## src/rtl/pipelined_addsub.sv

```systemverilog
// Pipelined ripple-carry adder/subtractor: WIDTH bits resolved CHUNK bits per stage with registered carries.
// Define PIPELINED_ADDSUB_SAT_EN to saturate out_sum on signed overflow.
module pipelined_addsub #(
    parameter int WIDTH  = 16,
    parameter int STAGES = 4
) (
    input  logic             clk,
    input  logic             rst,
    input  logic             in_valid,
    output logic             in_ready,
    input  logic [WIDTH-1:0] in_a,
    input  logic [WIDTH-1:0] in_b,
    input  logic             in_cin,
    input  logic             in_sub,
    output logic             out_valid,
    input  logic             out_ready,
    output logic [WIDTH-1:0] out_sum,
    output logic             out_cout,
    output logic             out_ovf
);
    localparam int CHUNK = WIDTH / STAGES;

    logic [STAGES-1:0]            valid_q;
    logic [STAGES-1:0][WIDTH-1:0] a_q;
    logic [STAGES-1:0][WIDTH-1:0] b_q;
    logic [STAGES-1:0][WIDTH-1:0] sum_q;
    logic [STAGES-1:0]            carry_q;
    logic [STAGES-1:0]            sub_q;
    logic                         ovf_q;

    logic [STAGES-1:0]            adv;
    logic                         full_tail;
    logic [STAGES-1:0]            src_valid;
    logic [STAGES-1:0]            src_c;
    logic [STAGES-1:0]            src_sub;
    logic [STAGES-1:0][WIDTH-1:0] src_a;
    logic [STAGES-1:0][WIDTH-1:0] src_b;
    logic [STAGES-1:0][WIDTH-1:0] src_sum;
    logic [STAGES-1:0][WIDTH-1:0] sum_d;
    logic [STAGES-1:0]            carry_d;
    logic [CHUNK:0]               chunk_res;
    logic                         msb_cin;
    logic [WIDTH-1:0]             fin_sum;
    logic                         fin_cout;
    logic                         fin_ovf;
    logic                         unused_last;

    // Stage k may move when some stage from k to the output is empty, or the consumer takes the result.
    always_comb begin
        adv       = '0;
        full_tail = 1'b1;
        for (int k = STAGES - 1; k >= 0; k--) begin
            full_tail = full_tail & valid_q[k];
            adv[k]    = out_ready | ~full_tail;
        end
    end

    always_comb begin
        src_valid    = '0;
        src_c        = '0;
        src_sub      = '0;
        src_a        = '0;
        src_b        = '0;
        src_sum      = '0;
        src_valid[0] = in_valid;
        src_a[0]     = in_a;
        src_b[0]     = in_sub ? ~in_b : in_b;
        src_c[0]     = in_sub ^ in_cin;
        src_sub[0]   = in_sub;
        for (int k = 1; k < STAGES; k++) begin
            src_valid[k] = valid_q[k-1];
            src_a[k]     = a_q[k-1];
            src_b[k]     = b_q[k-1];
            src_c[k]     = carry_q[k-1];
            src_sub[k]   = sub_q[k-1];
            src_sum[k]   = sum_q[k-1];
        end

        sum_d     = '0;
        carry_d   = '0;
        chunk_res = '0;
        for (int k = 0; k < STAGES; k++) begin
            chunk_res = {1'b0, src_a[k][k*CHUNK +: CHUNK]}
                      + {1'b0, src_b[k][k*CHUNK +: CHUNK]}
                      + {{CHUNK{1'b0}}, src_c[k]};
            sum_d[k]                  = src_sum[k];
            sum_d[k][k*CHUNK +: CHUNK] = chunk_res[CHUNK-1:0];
            carry_d[k]                = chunk_res[CHUNK];
        end
    end

    // Carry into the MSB is recovered from the MSB sum bit rather than split out of the chunk adder.
    always_comb begin
        msb_cin  = src_a[STAGES-1][WIDTH-1] ^ src_b[STAGES-1][WIDTH-1] ^ sum_d[STAGES-1][WIDTH-1];
        fin_ovf  = carry_d[STAGES-1] ^ msb_cin;
        fin_cout = carry_d[STAGES-1] ^ src_sub[STAGES-1];
`ifdef PIPELINED_ADDSUB_SAT_EN
        if (fin_ovf) begin
            fin_sum = src_a[STAGES-1][WIDTH-1] ? {1'b1, {(WIDTH-1){1'b0}}} : {1'b0, {(WIDTH-1){1'b1}}};
        end else begin
            fin_sum = sum_d[STAGES-1];
        end
`else
        fin_sum = sum_d[STAGES-1];
`endif
    end

    always_ff @(posedge clk or posedge rst) begin
        if (rst) begin
            valid_q <= '0;
            a_q     <= '0;
            b_q     <= '0;
            sum_q   <= '0;
            carry_q <= '0;
            sub_q   <= '0;
            ovf_q   <= 1'b0;
        end else begin
            for (int k = 0; k < STAGES; k++) begin
                if (adv[k]) begin
                    valid_q[k] <= src_valid[k];
                    a_q[k]     <= src_a[k];
                    b_q[k]     <= src_b[k];
                    sub_q[k]   <= src_sub[k];
                    if (k == STAGES - 1) begin
                        sum_q[k]   <= src_valid[k] ? fin_sum : '0;
                        carry_q[k] <= src_valid[k] & fin_cout;
                    end else begin
                        sum_q[k]   <= sum_d[k];
                        carry_q[k] <= carry_d[k];
                    end
                end
            end
            if (adv[STAGES-1]) begin
                ovf_q <= src_valid[STAGES-1] & fin_ovf;
            end
        end
    end

    assign unused_last = ^{a_q[STAGES-1], b_q[STAGES-1], sub_q[STAGES-1]};

    assign in_ready  = adv[0];
    assign out_valid = valid_q[STAGES-1];
    assign out_sum   = sum_q[STAGES-1];
    assign out_cout  = carry_q[STAGES-1];
    assign out_ovf   = ovf_q;

endmodule
```

## config.mk

```make
export PLATFORM = sky130hd
export DESIGN_NAME = pipelined_addsub
export DESIGN_NICKNAME = d
export VERILOG_FILES = /design/src/rtl/pipelined_addsub.sv
export SDC_FILE = /design/constraint.sdc
export NUM_CORES = 1
export LEC_CHECK = 0
export CORE_MARGIN = 2
export CORE_UTILIZATION = 59
export DETAILED_ROUTE_END_ITERATION = 8
export PLACE_DENSITY = 0.95
export SYNTH_ARGS = -nofsm -noshare
export SYNTH_HDL_FRONTEND = slang
export SYNTH_SLANG_ARGS = --single-unit
```

## constraint.sdc

```tcl
create_clock -name clk -period 4.5 [get_ports clk]
set_input_delay 0.675 -clock clk [delete_from_list [all_inputs] [get_ports clk]]
set_output_delay 0.675 -clock clk [all_outputs]
set_load 0.03 [all_outputs]
```

# ---- Word-level counts from Yosys, hierarchy flattened
# Cells that the tools add are included.
dict set report word_totals {
  regBits 148
  latchBits 0
  ram_bits 0
  rom_bits 0
  inputBits 38
  out_inout_bits 20
  wordCells 51
  memories 0
}
dict set report classes {
  add_sub_neg 8
  n_mul 0
  div 0
  order_cmp 0
  n_eq_ne 0
  n_shift 0
  mux 2
  n_bitwise 19
  n_reduce_logical 0
}
# cell n
set ops {}
lappend ops {{16-bit 2-to-1 mux} 2}
lappend ops {{4-bit by 4-bit adder with 5-bit output} 4}
lappend ops {{5-bit by 1-bit adder with 5-bit output} 4}
lappend ops {{16-bit inverter} 1}
lappend ops {{1-bit bitwise AND} 5}
lappend ops {{1-bit XOR} 5}
lappend ops {{1-bit inverter} 4}
lappend ops {{1-bit bitwise OR} 4}

# ---- Logic depth before layout (Yosys ltp)
# Gate-level depths: netlist (run 1).
dict set report depth {
  ltp_word 5
  depth_mapped 8
  depth_no_buf 7
}

# ---- Worst setup path after synthesis (run 1)
# Ideal clock, no wire load.
dict set report synth_path {
  path_kind {input port to flip-flop}
  startpoint {input port in_sub}
  endpoint {register carry_q[0]}
  setup_time_ns 0.137
  arrival_time_ns 2.451
  required_time_ns 4.363
  path_slack_ns 1.912
  stages 8
  path_cell_list {buf_2 -> buf_2 -> xor2_1 -> fa_1 -> fa_1 -> a21o_1 -> a21oi_1 -> a21oi_1}
}
dict set report synth_between {
  elab_chain_cells 3
  elab_cells_between_ends 4
  cone_classes {add/sub (2); mux (1); bitwise (1)}
}
# item line_no
set synth_lines {}
lappend synth_lines {{start: declaration} 14} ;# input logic in_sub,
lappend synth_lines {{16-bit 2-to-1 mux} 67} ;# src_b[0] = in_sub ? ~in_b : in_b;
lappend synth_lines {{4-bit by 4-bit adder with 5-bit output} 84} ;# + {1'b0, src_b[k][k*CHUNK +: CHUNK]}
lappend synth_lines {{5-bit by 1-bit adder with 5-bit output *} 85} ;# + {{CHUNK{1'b0}}, src_c[k]};
lappend synth_lines {{end signal: indexed assignment} 126} ;# carry_q[k] <= src_valid[k] & fin_cout;
lappend synth_lines {{end signal: indexed assignment} 129} ;# carry_q[k] <= carry_d[k];
lappend synth_lines {{end: declaration} 27} ;# logic [STAGES-1:0] carry_q;
# Mark *: on every way between the ends. The rest lies on a longest branch, timed or not.
# A chain may end at the register's enable or synchronous reset.

# ---- Final worst setup path (run 1)
dict set report layout_path {
  startpoint {input port out_ready}
  endpoint {output port in_ready}
}
dict set report layout_between {
  elab_chain_cells 1
}
# item line_no
set layout_lines {}
lappend layout_lines {{start: declaration} 16} ;# input logic out_ready,
lappend layout_lines {{1-bit bitwise OR} 54} ;# adv[k] = out_ready | ~full_tail;
lappend layout_lines {{end: declaration} 10} ;# output logic in_ready,
# Every way passes these cells.

==> qor.csv, run 1 <==
metric;value;unit
cp_top_family;buffers and inverters;
seq_area;0.00250;mm2
synth_nets;401;
clk_pin_slew;0.09;ns
fill_cells;484;
setup_viol;0;
dr.pass1.iters;4;
antenna_found_initial;0;
layout_commonest_cell;dfrtp_1;
coreArea;0.00725;mm2
grt_busiest_layer;met2;
seq_area_frac_synth;56.8;%
finalClockSkew;0.0101;ns
reg2reg_to;carry_q[3];
vias_per_cell;5.33;
grt_pass1_wl;13.4;mm
cts_tree;built;
die_y;90.4;um
placed_cells;486;
synth_cell_types;23;
max-vdd-ir-drop;0.220;mV
wl_per_cell;15.5;um
max_freq;0.332;GHz
cts-root-buf;clkbuf_8;
min_to;out_sum[10];
synth-seq-cells;100;
timing.rr.start;a_q[44];
drt_iter0_drc;160;
status;finished clean;
fin_setup_tns;0;ns
fin_util;72.5;%
finalWirelength;7.77;mm
slew-limit-headroom;32.6;%
required;3.83;ns
ctsResizeCount;0;
htreeDepth;3;
cts_max_path_buffers;2;
path_class;input pin to output port;
cpPeakStageDelay;0.65;ns
cp_max_fo;37;
maxCapViolCount;0;
post_cts_buffers;0;
holdCritPathClass;register to register;
cp_common_cell;clkdlybuf4s50_1;
ios;58;
antenna_cells;0;
drv_slew;0;
ys_warn_count;0;
worstRegToRegCells;6;
cts_made_buffers;9;
critPathBufInv;3;
cp.arrival;2.34;ns
netlist_area;0.00441;mm2
ff2ff_setup_slack;2.32;ns
start_util;60.7;%
grt_pass1_vias;2755;
fin_cells;500;
crit_path_end_kind;output port;
ant_nets;0;
clk_latency;0.36;ns
cts.sink_count;100;
hold_viol_final;0;
grt_overflow;0;
hp-start;out_sum[10];
leakage;2.31;nW
grt_max_degree;86;
period_share;66.9;%
portBuffers;57;
powerDensity;539;mW/mm2
rsz0062_at_grt;false;
area_growth;19.3;%
rows;31;
place_congestion;0.761;
total_power;2.83;mW
period_needed;3.01;ns
fp.dieW;90.4;um
die-area;0.00817;mm2
num_vias;2667;
cts.hold.buffers_added;0;
crit_slowest_cell;clkdlybuf4s50_1;
drc;0;
startpoint_type;input pin;
synthCells;343;
use_met2;33.1;%
dp_worst_setup_slack;1.46;ns
use_met1;28.9;%
crit_chain;clkdlybuf4s50_1, nor2b_2, buf_4, nand4_4, clkdlybuf4s50_1;
min_path_cells;2;
mostFrequentLayoutCells;100 x dfrtp_1, 57 x clkdlybuf4s50_1, 48 x mux2_2, 34 x nand2_1, 27 x a21oi_1;
use_met3;3.34;%
setup_ws;1.49;ns
grt_usage;21.0;%
drive_above_1_share;20.2;%
tightest_slew;1.01;ns
syn_avg_cell_area;12.8;um2
layout.nets;456;
dp_hpwl;5.42;mm
multi_input_area;0.00179;mm2
[layer usage]
layer  routed length (um)  vias to the layer above
met4                  191                        0
li1                     -                     1267
met1                 3530                     1313
met2                 3800                       70
met3                  241                       17
met5                    0                        -
[Yosys cell counts (all sizes together)]
| master | number | area [um2] |
|---|---|---|
| dfrtp | 100 | 2500 |
| mux2 | 57 | 676 |
| nand2 | 35 | 134 |
| a21oi | 27 | 135 |
| o21ai | 20 | 100 |
| nor2 | 19 | 71.3 |
| xnor2 | 19 | 166 |
| ha | 12 | 150 |
| buf | 11 | 70.1 |
| a21o | 8 | 60.1 |
| fa | 8 | 160 |
| xor2 | 8 | 70.1 |
| clkbuf | 6 | 22.5 |
| inv | 5 | 18.8 |
| nand2b | 4 | 25.0 |
| nand3 | 1 | 10.0 |
| nand4 | 1 | 21.3 |
| nor2b | 1 | 6.26 |
| or2 | 1 | 6.26 |
[kinds of logic (layout without fill, tap and decap cells)]
logic type	count (synthesis)	count (layout)	share of synthesized area [%]
AOI/OAI and AO/OA	55	55	6.70
xor gates and xnor gates	27	27	5.37
adders and majority gates	20	20	7.04
buffers and inverters	22	80	2.53
DFF	100	100	56.8
muxes	57	57	15.3
and+or+nand+nor	62	62	6.22
[worst min-delay path, delay by kind of cell, from the launching register on]
kind | cells | cell delay [ns]
flops | 1 | 0.35
compound gates | 1 | 0.06
simple gates | 1 | 0.05
[registers in the layout, indices dropped and copies added, names as in the netlist]
signal and count:
valid_q 4, out_ovf 1, carry_q 4, out_sum 16, src_sum 12, b_q 24
a_q 24, fin_sum 12, sub_q 3
[how the worst max path moves through the flow]
stage / from / endpoint / slack [ns] / cells past startpoint
after detailed placement: in_sub / carry_q[0] / 1.46 / 7
after CTS: out_ready / in_ready / 1.49 / 5
after global placement: out_ready / in_ready / 1.51 / 5
after floorplan: rst / a_q[10] / 1.21 / 1
final: out_ready / in_ready / 1.49 / 5
after global routing: out_ready / in_ready / 1.40 / 5
[cell type report]
type	instances	share of cell area [%]
tap	99	2.36
timing repair buffer	61	11.4
multi-input combinational	221	34.1
clock buffer	10	2.62
inverter	5	0.405
sequential	100	47.6
clock inverter	4	1.43
[power by group]
part / total [mW] / switching (mW) / internal (mW) / leakage, nW
logic: 0.896 / 0.447 / 0.449 / 1.04
registers: 1.32 / 0.162 / 1.15 / 1.17
clock network: 0.620 / 0.297 / 0.322 / 0.100
total: 2.83 / 0.907 / 1.92 / 2.31
[per-stage QoR]
step | hold WS [ns] | instance area, um2
5_1_grt | 0.509 | 5260
4_1_cts | 0.489 | 5260
2_1_floorplan | 0.446 | 4410
6_report | 0.485 | 5260
3_5_place_dp | 0.469 | 5040
3_3_place_gp | 0.461 | 5040
No activity file was read; power rests on OpenSTA's default activity.
==> run 2: changes to the inputs <==
Settings changed: CORE_UTILIZATION 59 to 49, PLACE_DENSITY 0.95 to 0.85.
Clock period 4.5 ns to 2.5 ns, I/O delays scaled along.
==> run 2 against run 1 <==
Hold slack lost 0.056 ns. Cell area increased by 1.4%. Via count fell by 2.7%. Setup slack got worse by 1.2 ns. Sequential power up 77%. Total power grew 77%. Non-clock buffer count increased by 7. Clock power grew 74%. Count of clock-buffer cells in the layout grew 2. Wire length is 8.6% lower. Register-to-register slack got worse by 1.9 ns.
==> qor.csv, run 2 (same netlist as run 1, synthesis figures left out) <==
metric;value;unit
cts-root-buf;clkbuf_8;
dp_hpwl;5.26;mm
clk_latency;0.36;ns
finalWirelength;7.10;mm
max_freq;0.459;GHz
fin_setup_tns;0;ns
rows;34;
period_share;87.1;%
grt_overflow;0;
cts_max_path_buffers;2;
start_util;50.5;%
required;2.72;ns
grt_pass1_wl;12.8;mm
slew-limit-headroom;59.6;%
vias_per_cell;5.01;
mostFrequentLayoutCells;100 x dfrtp_1, 57 x clkdlybuf4s50_1, 48 x mux2_2, 34 x nand2_1, 27 x a21oi_1;
ff2ff_setup_slack;0.37;ns
area_growth;21.0;%
comb_power_share;31.8;%
drv_slew;0;
power_frac_seq;46.7;%
cts.sink_count;100;
antenna_found_initial;0;
die-area;0.00977;mm2
cp.arrival;2.40;ns
worstSetupEndpoint;carry_q[0];
grt_usage;16.4;%
htreeDepth;3;
grt_pass1_vias;2744;
rsz0062_at_grt;false;
antenna_cells;0;
worstRegToRegCells;6;
cp_max_fo;5;
cpPeakStageDelay;0.44;ns
cts_made_buffers;9;
ant_nets;0;
status;finished clean;
die_y;98.8;um
holdCritPathClass;input pin to asynchronous set/reset pin;
period_needed;2.18;ns
ctsResizeCount;0;
swShare;31.1;%
clk_pin_slew;0.09;ns
cp-startpoint;in_sub;
finalClockSkew;0.00740;ns
max-vdd-ir-drop;0.368;mV
maxCapViolCount;0;
place_congestion;0.774;
hold_viol_final;0;
crit_chain;clkdlybuf4s50_1, buf_4, xor2_1, fa_1, fa_1, a21o_1, a21oi_1, a21oi_1;
drc;0;
fin_hold_ws;0.429;ns
powerDensity;941;mW/mm2
wl_per_cell;13.7;um
layout.nets;463;
drt_iter0_drc;99;
crit_slowest_cell;fa_1;
startpoint_type;input pin;
num_vias;2596;
ios;58;
leakage;2.35;nW
pwr-share-clk;21.5;%
portBuffers;57;
cts.hold.buffers_added;0;
tightest_slew;0.605;ns
p_switching;1.56;mW
coreArea;0.00872;mm2
fp.dieW;98.8;um
setup_viol;0;
p_int;3.46;mW
cts_tree;built;
placed_cells;502;
post_cts_buffers;0;
dr.pass1.iters;4;
crit_path_end_kind;register;
path_class;input pin to register;
grt_max_degree;46;
fin_cells;518;
layout_commonest_cell;dfrtp_1;
drive_above_1_share;21.2;%
reg2reg_to;carry_q[3];
timing.rr.start;a_q[44];
-- run 2: cell count changes in the layout (fill, tap and decap cells not counted), sizes merged --
cell	previous run	this run
inv	5	4
clkinv	0	2
clkinvlp	2	1
clkbuf	10	12
buf	4	11
-- run 2: worst max-delay path: cells and delay by family --
kind,cells,cell delay [ns]
AO/OA/AOI/OAI,3,0.37
XOR/XNOR,1,0.17
buffers and inverters,2,0.60
adder cells (fa/ha/maj),2,0.87
-- run 2: layout make-up --
cell class	count	area (um2)
Multi-Input combinational cell	221	1790
Fill cell	671	3390
Timing Repair Buffer	68	666
Clock buffer	12	135
Sequential cell	100	2500
Inverter	5	22.5
Tap cell	108	135
Clock inverter	4	73.8
-- run 2: power groups by stage --
stage	combinational [mW]	sequential (mW)	clock, mW
floorplan	0.887	2.55	0
global placement	1.56	2.36	0
detailed placement	1.61	2.38	0
CTS	1.62	2.35	1.10
global route	1.77	2.41	1.17
finish	1.60	2.34	1.08
-- run 2: how the worst min path moves through the flow --
| stage | startpoint | endpoint | slack (ns) | cells past startpoint |
|---|---|---|---|---|
| after global routing | rst | out_sum[3] | 0.48 | 2 |
| after global placement | out_sum[10] | out_sum[10] | 0.46 | 2 |
| after detailed placement | out_sum[7] | out_sum[7] | 0.47 | 2 |
| final | rst | out_sum[3] | 0.43 | 2 |
| after CTS | rst | fin_sum[0] | 0.43 | 2 |
| after floorplan | a_q[9] | a_q[25] | 0.45 | 2 |
-- run 2: layer usage --
layer | vias to the layer above | wire (um) | track usage, %
li1 | 1281 | - | -
met2 | 54 | 3140 | 25.1
met4 | 0 | 167 | 6.95
met3 | 14 | 265 | 3.69
met1 | 1247 | 3530 | 22.7
met5 | - | 0 | 0
-- run 2: per-stage QoR --
step	util, %	area, um2	power, mW	setup slack (ns)
final	61.1	5330	5.02	0.323
after global routing	61.1	5330	5.35	0.244
after global placement	58.7	5120	3.92	-0.0473
after CTS	61.1	5330	5.07	0.293
after detailed placement	58.7	5120	3.99	-0.0938
after floorplan	-	4410	3.43	0.212
